`src/rtl/bpu_update_gen_if.sv`:
```
// bpu_update_gen_if
//   Bundle between the dual-issue execute stage and the branch-resolution block.
//   The execute stage (master) drives the resolved slots, the stall and the
//   exception redirect request. The resolution block (slave) returns the
//   registered flush/br_target update, the current fetch epoch, the slot1 kill
//   and the perf counters.
//
//   Handshake semantics: there is no ready path. A slot is a one-cycle
//   offer; it is consumed only when sN_valid_i=1, stall_i=0 and its epoch tag
//   matches epoch_o in the same cycle, otherwise it is dropped. excp_valid_i is
//   always consumed on the cycle it is high. flush_o is a one-cycle pulse
//   that qualifies br_target_o.
//
//   Signals:
//     stall_i        execute stalled, slot resolutions not accepted
//     s0_* / s1_*    slot0 (older) / slot1 (younger) resolved control flow
//     excp_valid_i   exception/ertn redirect request, excp_target_i its target
//     flush_o        redirect pulse, br_target_o redirect word address
//     epoch_o        current fetch epoch
//     kill_s1_o      slot1 squashed because slot0 mispredicted this cycle
//     br_cnt_o       accepted resolutions, mis_cnt_o mispredict redirects
interface bpu_update_gen_if #(
  parameter int CNT_W = 32
);
  logic             stall_i;
  logic             s0_valid_i;
  logic             s0_epoch_i;
  logic [29:0]      s0_pc_i;
  logic [29:0]      s0_pred_npc_i;
  logic             s0_taken_i;
  logic [29:0]      s0_target_i;
  logic             s1_valid_i;
  logic             s1_epoch_i;
  logic [29:0]      s1_pc_i;
  logic [29:0]      s1_pred_npc_i;
  logic             s1_taken_i;
  logic [29:0]      s1_target_i;
  logic             excp_valid_i;
  logic [29:0]      excp_target_i;
  logic             flush_o;
  logic [29:0]      br_target_o;
  logic             epoch_o;
  logic             kill_s1_o;
  logic [CNT_W-1:0] br_cnt_o;
  logic [CNT_W-1:0] mis_cnt_o;

  modport master (
    output stall_i,
    output s0_valid_i, s0_epoch_i, s0_pc_i, s0_pred_npc_i, s0_taken_i, s0_target_i,
    output s1_valid_i, s1_epoch_i, s1_pc_i, s1_pred_npc_i, s1_taken_i, s1_target_i,
    output excp_valid_i, excp_target_i,
    input  flush_o, br_target_o, epoch_o, kill_s1_o, br_cnt_o, mis_cnt_o
  );

  modport slave (
    input  stall_i,
    input  s0_valid_i, s0_epoch_i, s0_pc_i, s0_pred_npc_i, s0_taken_i, s0_target_i,
    input  s1_valid_i, s1_epoch_i, s1_pc_i, s1_pred_npc_i, s1_taken_i, s1_target_i,
    input  excp_valid_i, excp_target_i,
    output flush_o, br_target_o, epoch_o, kill_s1_o, br_cnt_o, mis_cnt_o
  );
endinterface

```
`src/rtl/bpu_update_gen.sv`:
```
// bpu_update_gen
//   Branch-resolution side of the BPU update path. Compares the actual next PC
//   of each resolved slot with the predicted npc carried from fetch, picks the
//   highest-priority redirect (exception > slot0 mispredict > slot1 mispredict)
//   and drives a registered flush pulse plus br_target to the front end. A
//   1-bit fetch epoch toggles on every redirect so resolutions from the wrong
//   path are discarded. Perf counters track accepted resolutions and
//   mispredict redirects.
//
//   Ports:
//     clk        clock
//     rst_n      asynchronous active-low reset
//     bus        bpu_update_gen_if.slave (slot inputs, redirect outputs, counters)
//     dbg_state  FSM state, 0 = IDLE, 1 = REDIR
module bpu_update_gen #(
  parameter logic [29:0] RESET_TARGET = 30'h0700_0000,
  parameter int          CNT_W        = 32
) (
  input  logic               clk,
  input  logic               rst_n,
  bpu_update_gen_if.slave    bus,
  output logic               dbg_state
);

  typedef enum logic {
    IDLE  = 1'b0,
    REDIR = 1'b1
  } state_t;

  state_t           state;
  logic             flush_q;
  logic [29:0]      target_q;
  logic             epoch_q;
  logic [CNT_W-1:0] br_cnt_q;
  logic [CNT_W-1:0] mis_cnt_q;

  // Slot evaluation ---------------------------------------------------------
  logic        s0_acc, s1_acc;
  logic [29:0] s0_npc, s1_npc;
  logic        s0_mis, s1_mis;
  logic        redirect;
  logic        mis_redirect;
  logic [29:0] redirect_target;
  logic [1:0]  acc_count;

  // Not-taken next PC is pc+1 in word addresses; the 30-bit add wraps
  // 3FFF_FFFF -> 0 naturally.
  assign s0_npc = bus.s0_taken_i ? bus.s0_target_i : bus.s0_pc_i + 30'd1;
  assign s1_npc = bus.s1_taken_i ? bus.s1_target_i : bus.s1_pc_i + 30'd1;

  // epoch_q already holds the new epoch while in REDIR, so old-path
  // resolutions arriving during the flush cycle fail this match.
  assign s0_acc = bus.s0_valid_i & ~bus.stall_i & (bus.s0_epoch_i == epoch_q);
  assign s0_mis = s0_acc & (s0_npc != bus.s0_pred_npc_i);

  // Slot1 is younger; a slot0 mispredict means slot1 is on the wrong path.
  assign s1_acc = bus.s1_valid_i & ~bus.stall_i & (bus.s1_epoch_i == epoch_q) & ~s0_mis;
  assign s1_mis = s1_acc & (s1_npc != bus.s1_pred_npc_i);

  assign redirect     = bus.excp_valid_i | s0_mis | s1_mis;
  // Only a redirect actually caused by a mispredict is counted.
  assign mis_redirect = ~bus.excp_valid_i & (s0_mis | s1_mis);
  assign acc_count    = {1'b0, s0_acc} + {1'b0, s1_acc};

  always_comb begin
    redirect_target = s1_npc;
    if (bus.excp_valid_i) begin
      redirect_target = bus.excp_target_i;
    end else if (s0_mis) begin
      redirect_target = s0_npc;
    end
  end

  // Single FSM block, all outputs registered -------------------------------
  // IDLE -> REDIR on any redirect (flush pulses in REDIR). REDIR returns to
  // IDLE unless another redirect is decided, in which case it flushes again.
  always_ff @(posedge clk or negedge rst_n) begin
    if (!rst_n) begin
      state     <= IDLE;
      flush_q   <= 1'b0;
      target_q  <= RESET_TARGET;
      epoch_q   <= 1'b0;
      br_cnt_q  <= '0;
      mis_cnt_q <= '0;
    end else begin
      br_cnt_q <= br_cnt_q + {{(CNT_W-2){1'b0}}, acc_count};
      if (mis_redirect) begin
        mis_cnt_q <= mis_cnt_q + {{(CNT_W-1){1'b0}}, 1'b1};
      end
      case (state)
        IDLE: begin
          if (redirect) begin
            state    <= REDIR;
            flush_q  <= 1'b1;
            target_q <= redirect_target;
            epoch_q  <= ~epoch_q;
          end else begin
            flush_q  <= 1'b0;
          end
        end
        REDIR: begin
          if (redirect) begin
            state    <= REDIR;
            flush_q  <= 1'b1;
            target_q <= redirect_target;
            epoch_q  <= ~epoch_q;
          end else begin
            state    <= IDLE;
            flush_q  <= 1'b0;
          end
        end
        default: begin
          state   <= IDLE;
          flush_q <= 1'b0;
        end
      endcase
    end
  end

  assign bus.flush_o     = flush_q;
  assign bus.br_target_o = target_q;
  assign bus.epoch_o     = epoch_q;
  assign bus.kill_s1_o   = s0_mis;
  assign bus.br_cnt_o    = br_cnt_q;
  assign bus.mis_cnt_o   = mis_cnt_q;
  assign dbg_state       = (state == REDIR);

endmodule

```
`src/flat_wrapper.sv`:
```
// flat-port wrapper written by rule: the top's interface ports become plain ports
module bpu_update_gen_flat 
#(
  parameter logic [29:0] RESET_TARGET = 30'h0700_0000,
  parameter int          CNT_W        = 32
)
  (clk, rst_n, dbg_state, bus_stall_i, bus_s0_valid_i, bus_s0_epoch_i, bus_s0_pc_i, bus_s0_pred_npc_i, bus_s0_taken_i, bus_s0_target_i, bus_s1_valid_i, bus_s1_epoch_i, bus_s1_pc_i, bus_s1_pred_npc_i, bus_s1_taken_i, bus_s1_target_i, bus_excp_valid_i, bus_excp_target_i, bus_flush_o, bus_br_target_o, bus_epoch_o, bus_kill_s1_o, bus_br_cnt_o, bus_mis_cnt_o);
  bpu_update_gen_if #(.CNT_W(CNT_W)) bus_i ();
  input  logic clk;
  input  logic rst_n;
  output logic dbg_state;
  input wire logic [$bits(bus_i.stall_i)-1:0] bus_stall_i;
  input wire logic [$bits(bus_i.s0_valid_i)-1:0] bus_s0_valid_i;
  input wire logic [$bits(bus_i.s0_epoch_i)-1:0] bus_s0_epoch_i;
  input wire logic [$bits(bus_i.s0_pc_i)-1:0] bus_s0_pc_i;
  input wire logic [$bits(bus_i.s0_pred_npc_i)-1:0] bus_s0_pred_npc_i;
  input wire logic [$bits(bus_i.s0_taken_i)-1:0] bus_s0_taken_i;
  input wire logic [$bits(bus_i.s0_target_i)-1:0] bus_s0_target_i;
  input wire logic [$bits(bus_i.s1_valid_i)-1:0] bus_s1_valid_i;
  input wire logic [$bits(bus_i.s1_epoch_i)-1:0] bus_s1_epoch_i;
  input wire logic [$bits(bus_i.s1_pc_i)-1:0] bus_s1_pc_i;
  input wire logic [$bits(bus_i.s1_pred_npc_i)-1:0] bus_s1_pred_npc_i;
  input wire logic [$bits(bus_i.s1_taken_i)-1:0] bus_s1_taken_i;
  input wire logic [$bits(bus_i.s1_target_i)-1:0] bus_s1_target_i;
  input wire logic [$bits(bus_i.excp_valid_i)-1:0] bus_excp_valid_i;
  input wire logic [$bits(bus_i.excp_target_i)-1:0] bus_excp_target_i;
  output wire logic [$bits(bus_i.flush_o)-1:0] bus_flush_o;
  output wire logic [$bits(bus_i.br_target_o)-1:0] bus_br_target_o;
  output wire logic [$bits(bus_i.epoch_o)-1:0] bus_epoch_o;
  output wire logic [$bits(bus_i.kill_s1_o)-1:0] bus_kill_s1_o;
  output wire logic [$bits(bus_i.br_cnt_o)-1:0] bus_br_cnt_o;
  output wire logic [$bits(bus_i.mis_cnt_o)-1:0] bus_mis_cnt_o;
  assign bus_i.stall_i = bus_stall_i;
  assign bus_i.s0_valid_i = bus_s0_valid_i;
  assign bus_i.s0_epoch_i = bus_s0_epoch_i;
  assign bus_i.s0_pc_i = bus_s0_pc_i;
  assign bus_i.s0_pred_npc_i = bus_s0_pred_npc_i;
  assign bus_i.s0_taken_i = bus_s0_taken_i;
  assign bus_i.s0_target_i = bus_s0_target_i;
  assign bus_i.s1_valid_i = bus_s1_valid_i;
  assign bus_i.s1_epoch_i = bus_s1_epoch_i;
  assign bus_i.s1_pc_i = bus_s1_pc_i;
  assign bus_i.s1_pred_npc_i = bus_s1_pred_npc_i;
  assign bus_i.s1_taken_i = bus_s1_taken_i;
  assign bus_i.s1_target_i = bus_s1_target_i;
  assign bus_i.excp_valid_i = bus_excp_valid_i;
  assign bus_i.excp_target_i = bus_excp_target_i;
  assign bus_flush_o = bus_i.flush_o;
  assign bus_br_target_o = bus_i.br_target_o;
  assign bus_epoch_o = bus_i.epoch_o;
  assign bus_kill_s1_o = bus_i.kill_s1_o;
  assign bus_br_cnt_o = bus_i.br_cnt_o;
  assign bus_mis_cnt_o = bus_i.mis_cnt_o;
  bpu_update_gen #(.RESET_TARGET(RESET_TARGET), .CNT_W(CNT_W)) u_core (.clk(clk), .rst_n(rst_n), .bus(bus_i), .dbg_state(dbg_state));
endmodule
```
`config.mk`:
```
export PLATFORM = sky130hd
export DESIGN_NAME = bpu_update_gen_flat
export DESIGN_NICKNAME = d
export VERILOG_FILES = /design/src/rtl/bpu_update_gen_if.sv /design/src/rtl/bpu_update_gen.sv /design/src/flat_wrapper.sv
export SDC_FILE = /design/constraint.sdc
export NUM_CORES = 1
export LEC_CHECK = 0
export BUFFER_PORTS_ARGS = -buffer_cell sky130_fd_sc_hd__buf_2
export CORE_MARGIN = 3
export CORE_UTILIZATION = 56
export DETAILED_ROUTE_END_ITERATION = 8
export MAX_ROUTING_LAYER = met4
export PLACE_DENSITY_LB_ADDON = 0.2
export SYNTH_ARGS = -nofsm -noshare
export SYNTH_HDL_FRONTEND = slang
export SYNTH_SLANG_ARGS = --single-unit
export TNS_END_PERCENT = 30
```
`constraint.sdc`:
```
create_clock -name clk -period 7.05 [get_ports clk]
set_input_delay 1.0575 -clock clk [delete_from_list [all_inputs] [get_ports clk]]
set_output_delay 1.0575 -clock clk [all_outputs]
set_load 0.01 [all_outputs]
```
==> metrics.md, run 1 <==
| Metric | Value |
|---|---|
| # Max-Cap Violations | 0 |
| Largest net degree at the start of global routing | 82 |
| Final setup fails | 0 |
| Vias post-DR | 11417 |
| Fin. Hold Viols | 0 |
| Initial antenna violation count | 3 |
| Total CTS buffers | 9 |
| Crit path required time | 7280 ps |
| Hold Buf Count CTS | 0 |
| Avg WL per Cell | 22.9 µm |
| Io pins | 318 |
| First-pass DRT Iterations | 5 |
| Fin crit share | 91.7% |
| Leak | 5.04 nW |
| Total power | 1.99 mW |
| Cts repair resizes | 0 |
| Reg2reg end | u_core.bus.br_cnt_o[29] |
| Clock Skews | 6.38 ps |
| Mapped Area | 0.00973 mm² |
| Vias in the first global route | 10591 |
| Core Box Area | 0.0168 mm² |
| Most common cell after layout, fill and taps aside | buf_2 |
| Synth warnings | 0 |
| Slew headroom | 30.9% |
| Peak supply drop | 0.000162 V |
| FF+latch count, synth | 96 |
| Die X | 138 µm |
| Async set or reset register ratio after synthesis | 100% |
| Final HPWL DP | 30800 µm |
| Routed wire length | 39200 µm |
| Skew-Pair Late Insertion Delay | 350 ps |
| Status | finished clean |
| Reg clk slew, reported paths | 70 ps |
| Pins Over Slew Limit | 0 |
| Setup Buffers After CTS | 0 |
| Die H | 138 µm |
| Mapped Cells | 1232 |
| Synth unique cells | 85 |
| Die area | 0.0190 mm² |
| Clk root buf | clkbuf_16 |
| Vias per cell | 6.65 |
| Syn avg cell area | 7.90 µm² |
| # port buffers | 317 |
| Post-route ant nets | 0 |
| RR Startpoint | u_core.bus.epoch_o |
| Crit path to | u_core.bus.br_cnt_o[29] |
| FP Rows | 47 |
| Worst Tran Pin Value | 1040 ps |
| Number of DRC markers in iteration 0 | 1153 |
| Synth-to-Final Area Change | 20.3% |
| Worst Reg-to-Reg Cells | 16 |
| Most frequent cells in the layout | 316 x buf_2, 121 x xnor2_1, 105 x nand2_1 |
| Net Count, Synth | 1457 |
| Worst hold stages | 1 |
| Grt total ovfl | 0 |
| CP Capture Type | flip-flop |
| CTS tree | done |
| Pwr/cell area | 170 mW/mm² |
| Post-synth EDFFs | 0 |
| Critical Path AT | 6700 ps |
| RSZ-0062 raised after global routing | no |
| Crit path from | bus_s0_pc_i[4] |
| R2r setup slk | 3210 ps |
| Most used DFF post-synth | dfrtp_1 |
| Crit-path max FO | 22 |
| H-tree Lvls | 3 |
| Starting Density | 57.9% |
| Share of post-route cells with drive strength above 1 | 25.9% |
| Startpoint class of the critical path | primary input |
| Max clock buf depth | 2 |
| First-pass GRT wire length | 58600 µm |
| Setup TNS | 0 ps |
| Seq/Total Area, Yosys | 24.7% |
| Maximum achievable frequency | 155 MHz |
| GRT Util Overall | 40.8% |
| CP Class | in2reg |
| GP Congestion | 1.05 |
| Worst hold-check path type | reg2reg |
| DRC | 0 |
| Fin crit period | 6470 ps |
| Clock Sinks | 96 |
| Nets@finish | 1713 |
-- metal layers --
metal | wire (µm) | global-route usage [%] | share of wire, % | vias up
li1 | - | - | - | 5119
met1 | 14500 | 49.8 | 37 | 5329
met2 | 18500 | 65.5 | 47 | 811
met3 | 4190 | 8.14 | 11 | 158
met4 | 2080 | 18.1 | 5.3 | 0
met5 | 0 | - | 0 | -
-- worst min-delay path by stage --
stage | end | slack, ps | startpoint
finish | u_core.bus.mis_cnt_o[31] | 480 | u_core.bus.mis_cnt_o[31]
global route | u_core.bus.mis_cnt_o[31] | 490 | u_core.bus.mis_cnt_o[31]
CTS | u_core.bus.mis_cnt_o[31] | 480 | u_core.bus.mis_cnt_o[31]
global placement | u_core.bus.mis_cnt_o[31] | 460 | u_core.bus.mis_cnt_o[31]
detailed placement | u_core.bus.mis_cnt_o[31] | 460 | u_core.bus.mis_cnt_o[31]
floorplan | u_core.bus.br_cnt_o[31] | 510 | u_core.bus.br_cnt_o[31]
-- area by class of cell --
type / count / area, µm²
clock inverter: 5 / 86.3
multi-input combinational: 1016 / 6840
timing repair buffer: 337 / 1740
inverter: 28 / 105
tap: 220 / 275
sequential: 96 / 2410
clock buffer: 11 / 243
fill: 1405 / 5120
antenna: 3 / 7.51
-- sequential cells by signal (all words and copies together) (netlist names) --
name	flops
u_core.dbg_state	1
u_core.bus.br_target_o	30
u_core.bus.mis_cnt_o	32
u_core.bus.epoch_o	1
u_core.bus.br_cnt_o	32
-- per-stage QoR --
stage                     setup WS, ps  hold slack [ps]  util (%)  std cells  cell area [µm²]
after floorplan                   1420              507         -       1232             9730
after global placement             615              458      67.6       1697            11400
after detailed placement           409              461      67.6       1697            11400
after CTS                          687              475      69.5       1713            11700
after global routing               134              490      69.6       1716            11700
final                              583              477      69.6       1716            11700
-- power breakdown --
| part | switching (mW) | leakage, nW | internal (mW) |
|---|---|---|---|
| combinational | 0.472 | 3.64 | 0.287 |
| clock | 0.223 | 0.161 | 0.324 |
| sequential | 0.0652 | 1.25 | 0.623 |
-- cells by family (layout without fill, tap and decap cells) --
group / count (synthesis) / count (layout) / synth area share, %
mux: 16 / 16 / 1.71
xor+xnor: 189 / 189 / 17.4
other cells: 0 / 3 / 0
fa+ha+maj: 5 / 5 / 0.720
buf+inv: 120 / 381 / 5.07
flops: 96 / 96 / 24.7
compound gates: 293 / 293 / 21.8
simple gates: 513 / 513 / 28.5
-- synth_stat cells (4+ instances only) --
cell | number | area [µm²]
dfrtp_1 | 93 | 2330
a211oi_1 | 13 | 97.6
nand4_1 | 41 | 257
and2_1 | 11 | 68.8
a21oi_1 | 59 | 295
a221oi_1 | 8 | 70.1
nor2_1 | 81 | 304
buf_1 | 6 | 22.5
or3_1 | 6 | 37.5
o21ai_1 | 16 | 80.1
xor2_1 | 65 | 569
o2111ai_1 | 19 | 166
and4_1 | 22 | 193
or4_1 | 9 | 67.6
nor4_1 | 30 | 188
o21ai_0 | 43 | 215
clkbuf_1 | 63 | 236
o31ai_1 | 22 | 165
nor3_1 | 50 | 250
nand2b_1 | 21 | 131
o311a_1 | 7 | 70.1
buf_2 | 19 | 95.1
nor2b_1 | 14 | 87.6
o22ai_1 | 4 | 25.0
a31oi_1 | 7 | 43.8
a41oi_1 | 4 | 35.0
and3_1 | 29 | 181
mux2_2 | 5 | 56.3
nand4b_1 | 5 | 43.8
a2111oi_0 | 17 | 149
ha_1 | 4 | 50.1
xnor2_1 | 121 | 1060
inv_1 | 26 | 97.6
a211o_1 | 8 | 70.1
a221o_1 | 7 | 70.1
nand3b_1 | 5 | 37.5
mux2i_1 | 11 | 110
o41ai_2 | 8 | 130
o211ai_1 | 15 | 113
nor3b_1 | 7 | 52.6
nand2_1 | 105 | 394
nand3_1 | 60 | 300
-- critical path: stages --
cell and delay, ps:
buf_2 170, nand4_1 430, buf_4 350, nor4_2 640, a41oi_1 210, o31ai_1 460, xnor2_1 150, a221oi_2 200
buf_4 220, or4b_4 640, nand2_4 130, inv_2 50, nor2_1 150, fa_1 290, nand3_1 140, nor2_1 200
nand2_1 140, nor2_1 310, nand2_1 100, nor2_1 320, nand3_1 180, xnor2_1 160
Power figures use the tool's default switching activity.
==> inputs of run 2 (changes only) <==
--- a/config.mk
+++ b/config.mk
@@ -5,9 +5,12 @@
 export SDC_FILE = /design/constraint.sdc
 export NUM_CORES = 1
 export LEC_CHECK = 0
+export ABC_AREA = 1
 export BUFFER_PORTS_ARGS = -buffer_cell sky130_fd_sc_hd__buf_2
+export CELL_PAD_IN_SITES_DETAIL_PLACEMENT = 1
+export CELL_PAD_IN_SITES_GLOBAL_PLACEMENT = 2
 export CORE_MARGIN = 3
-export CORE_UTILIZATION = 56
+export CORE_UTILIZATION = 28
 export DETAILED_ROUTE_END_ITERATION = 8
 export MAX_ROUTING_LAYER = met4
 export PLACE_DENSITY_LB_ADDON = 0.2
==> run 2 against run 1 <==
Effect of this change: clock power down 5.9%; first-iteration DRC count fell by 50%; count of clock-buffer cells in the layout decreased by 2; critical path type unchanged.
==> metrics.md, run 2 <==
| Metric | Value |
|---|---|
| Vias in the first global route | 10874 (+2.7%) |
| Most frequent cells in the layout | 565 x nand2_1, 316 x buf_2, 242 x nand3_1 |
| Initial antenna violation count | 4 (+1) |
| FF+latch count, synth | 96 (unchanged) |
| Pwr/cell area | 166 mW/mm² (-2.4%) |
| Most common cell after layout, fill and taps aside | nand2_1 |
| Most frequent cell after synthesis | nand2_1 |
| Total CTS buffers | 9 (unchanged) |
| Clock Sinks | 96 (unchanged) |
| Seq/Total Area, Yosys | 26.3% (+1.6 points) |
| Largest net degree at the start of global routing | 90 (+9.8%) |
| Fin crit share | 78.1% (-14 points) |
| Syn avg cell area | 5.93 µm² (-25%) |
| # Max-Cap Violations | 0 (unchanged) |
| Most used DFF post-synth | dfrtp_1 |
| Net Count, Synth | 1766 (+21%) |
| Placement Cell Area | 0.0111 mm² (-2.0%) |
| Comb pwr share | 35.4% (-2.6 points) |
| Mapped Cells | 1541 (+25%) |
| Crit-path max FO | 34 (+55%) |
| Crit path required time | 7340 ps (+60 ps) |
| Post-route ant nets | 0 (unchanged) |
| Cts repair resizes | 0 (unchanged) |
| Die H | 187 µm (+35%) |
| Max clock buf depth | 2 (unchanged) |
| Top-area cell type share of the netlist area | 25.4% (+1.5 points) |
| CTS tree | done |
| Synth-to-Final Area Change | 25.2% |
| Nets@finish | 2060 (+20%) |
| Startpoint class of the critical path | primary input |
| Final setup fails | 0 (unchanged) |
| Peak supply drop | 0.000111 V (-32%) |
| Synth area leaders | dfrtp_1 25%, nand2_1 23%, nand3_1 13% |
| Pins Over Slew Limit | 0 (unchanged) |
| Final HPWL DP | 32100 µm (+4.2%) |
| Core Box Area | 0.0319 mm² (+90%) |
| Synth warnings | 0 (unchanged) |
| Reg clk slew, reported paths | 80 ps (about the same) |
| Clock Power Share | 27.1% (-0.4 points) |
| Status | finished clean |
| Leak | 6.32 nW (+25%) |
| Share of post-route cells with drive strength above 1 | 23.8% (-2.0 points) |
| Clock Skews | 14.2 ps (+7.84 ps) |
| RSZ-0062 raised after global routing | no |
| WHS | 471 ps (-5.33 ps) |
| Maximum achievable frequency | 182 MHz (+18%) |
| Critical-path top delay cell | inv_2 |
| Setup TNS | 0 ps (unchanged) |
| Routed wire length | 38700 µm (-1.5%) |
| Worst Tran Pin Value | 954 ps (-83.0 ps) |
| Number of DRC markers in iteration 0 | 573 (-50%) |
| GRT Util Overall | 22.2% (-19 points) |
| First-pass DRT Iterations | 4 (-1) |
| Sw frac | 40.6% (+2.5 points) |
| # port buffers | 317 (unchanged) |
| H-tree Lvls | 3 (unchanged) |
| Starting Density | 28.7% (-29 points) |
| Clk root buf | clkbuf_16 |
| Io pins | 318 (unchanged) |
| CP Class | in2reg |
| Skew-Pair Late Insertion Delay | 370 ps (+20 ps) |
| Flop pwr share | 37.5% (+3.0 points) |
| Worst hold-check path type | reg2reg |
| Slew headroom | 36.4% (+5.5 points) |
| Fin. Hold Viols | 0 (unchanged) |
| Die X | 187 µm (+35%) |
| DRC | 0 (unchanged) |
| CP Capture Type | flip-flop |
| Sw Pwr | 773 µW (+1.7%) |
| Fin crit period | 5500 ps (-963 ps) |
| Crit path top cell by count | nor2_1 |
| Grt total ovfl | 0 (unchanged) |
| Synth unique cells | 41 (-52%) |
| Hold Buf Count CTS | 0 (unchanged) |
| Post-synth EDFFs | 0 (unchanged) |
| Avg WL per Cell | 17.0 µm (-26%) |
| Design area | 0.0114 mm² (-2.2%) |
| Int Pwr | 1.13 mW (-8.3%) |
| First-pass GRT wire length | 60400 µm (+3.1%) |
| Post-synth top cells | 565 x nand2_1, 242 x nand3_1, 162 x inv_1 |
| Die area | 0.0349 mm² (+84%) |
| Vias per cell | 4.73 (-29%) |
| Vias post-DR | 10779 (-5.6%) |
| GP Congestion | 0.854 (-19%) |
| Critical Path AT | 5800 ps (-900 ps) |
| Synth area leader | dfrtp_1 |
| Async set or reset register ratio after synthesis | 100% (unchanged) |
| FP Rows | 65 (+38%) |
| Setup Buffers After CTS | 0 (unchanged) |
| Mapped Area | 0.00915 mm² (-6.0%) |
| CP peak stage delay | 450 ps (-190 ps) |
==> run 2: worst paths after layout <==
path	startpoint	end	slack, ps	cells past startpoint
max in group asynchronous	rst_n	u_core.bus.br_cnt_o[22]	5190	2
worst min-delay path	u_core.bus.br_target_o[24]	u_core.bus.br_target_o[24]	470	2
min in group asynchronous	rst_n	u_core.bus.mis_cnt_o[6]	670	1
worst max-delay path	bus_s0_taken_i	u_core.bus.br_cnt_o[30]	1550	29
worst min register to register	u_core.bus.br_target_o[24]	u_core.bus.br_target_o[24]	470	2
worst max register to register	u_core.bus.epoch_o	u_core.bus.br_cnt_o[30]	3120	21
==> run 2: area by class of cell <==
class / count / area (µm²)
fill: 4376 / 20400
tap: 435 / 544
antenna: 4 / 10.0
sequential: 96 / 2410
clock inverter: 7 / 75.1
multi-input combinational: 1235 / 5910
timing repair buffer: 325 / 1650
inverter: 168 / 631
clock buffer: 9 / 225
==> run 2: logic make-up after synthesis <==
| kind of cell | count (synthesis) | share of synthesized area (%) |
|---|---|---|
| xor+xnor | 68 | 6.51 |
| flops | 96 | 26.3 |
| fa+ha+maj | 5 | 0.766 |
| compound gates | 40 | 2.45 |
| simple gates | 1122 | 54.8 |
| buf+inv | 210 | 9.15 |
==> run 2: critical path, delay by kind of cell <==
| kind | cells | cell delay [ps] |
|---|---|---|
| AOI/OAI and AO/OA | 2 | 440 |
| buffers and inverters | 4 | 950 |
| xor gates and xnor gates | 2 | 280 |
| adders and majority gates | 2 | 400 |
| and+or+nand+nor | 19 | 2620 |
==> run 2: stage by stage <==
stage          cells  setup WS, ps  power (mW)  utilization [%]
3_3_place_gp    2259          1340        1.39             34.9
6_report        2279          1550        1.90             35.9
2_1_floorplan   1541          1950        1.09                -
4_1_cts         2275          1500        1.94             35.9
5_1_grt         2279           883        2.05             35.9
3_5_place_dp    2259          1120        1.41             34.9
==> run 2: power by group through the flow <==
stage               clock network, mW  registers (mW)  logic [mW]
finish                          0.515           0.714       0.675
global route                    0.557           0.729       0.760
CTS                             0.533           0.715       0.688
detailed placement                  0           0.725       0.685
global placement                    0           0.723       0.671
floorplan                           0           0.747       0.340
==> run 2: per-layer routing <==
layer / routed length (µm) / GRT usage, %
met5: 0 / -
met4: 276 / 3.43
met3: 1720 / 3.14
met2: 17300 / 34.8
met1: 19400 / 31.2
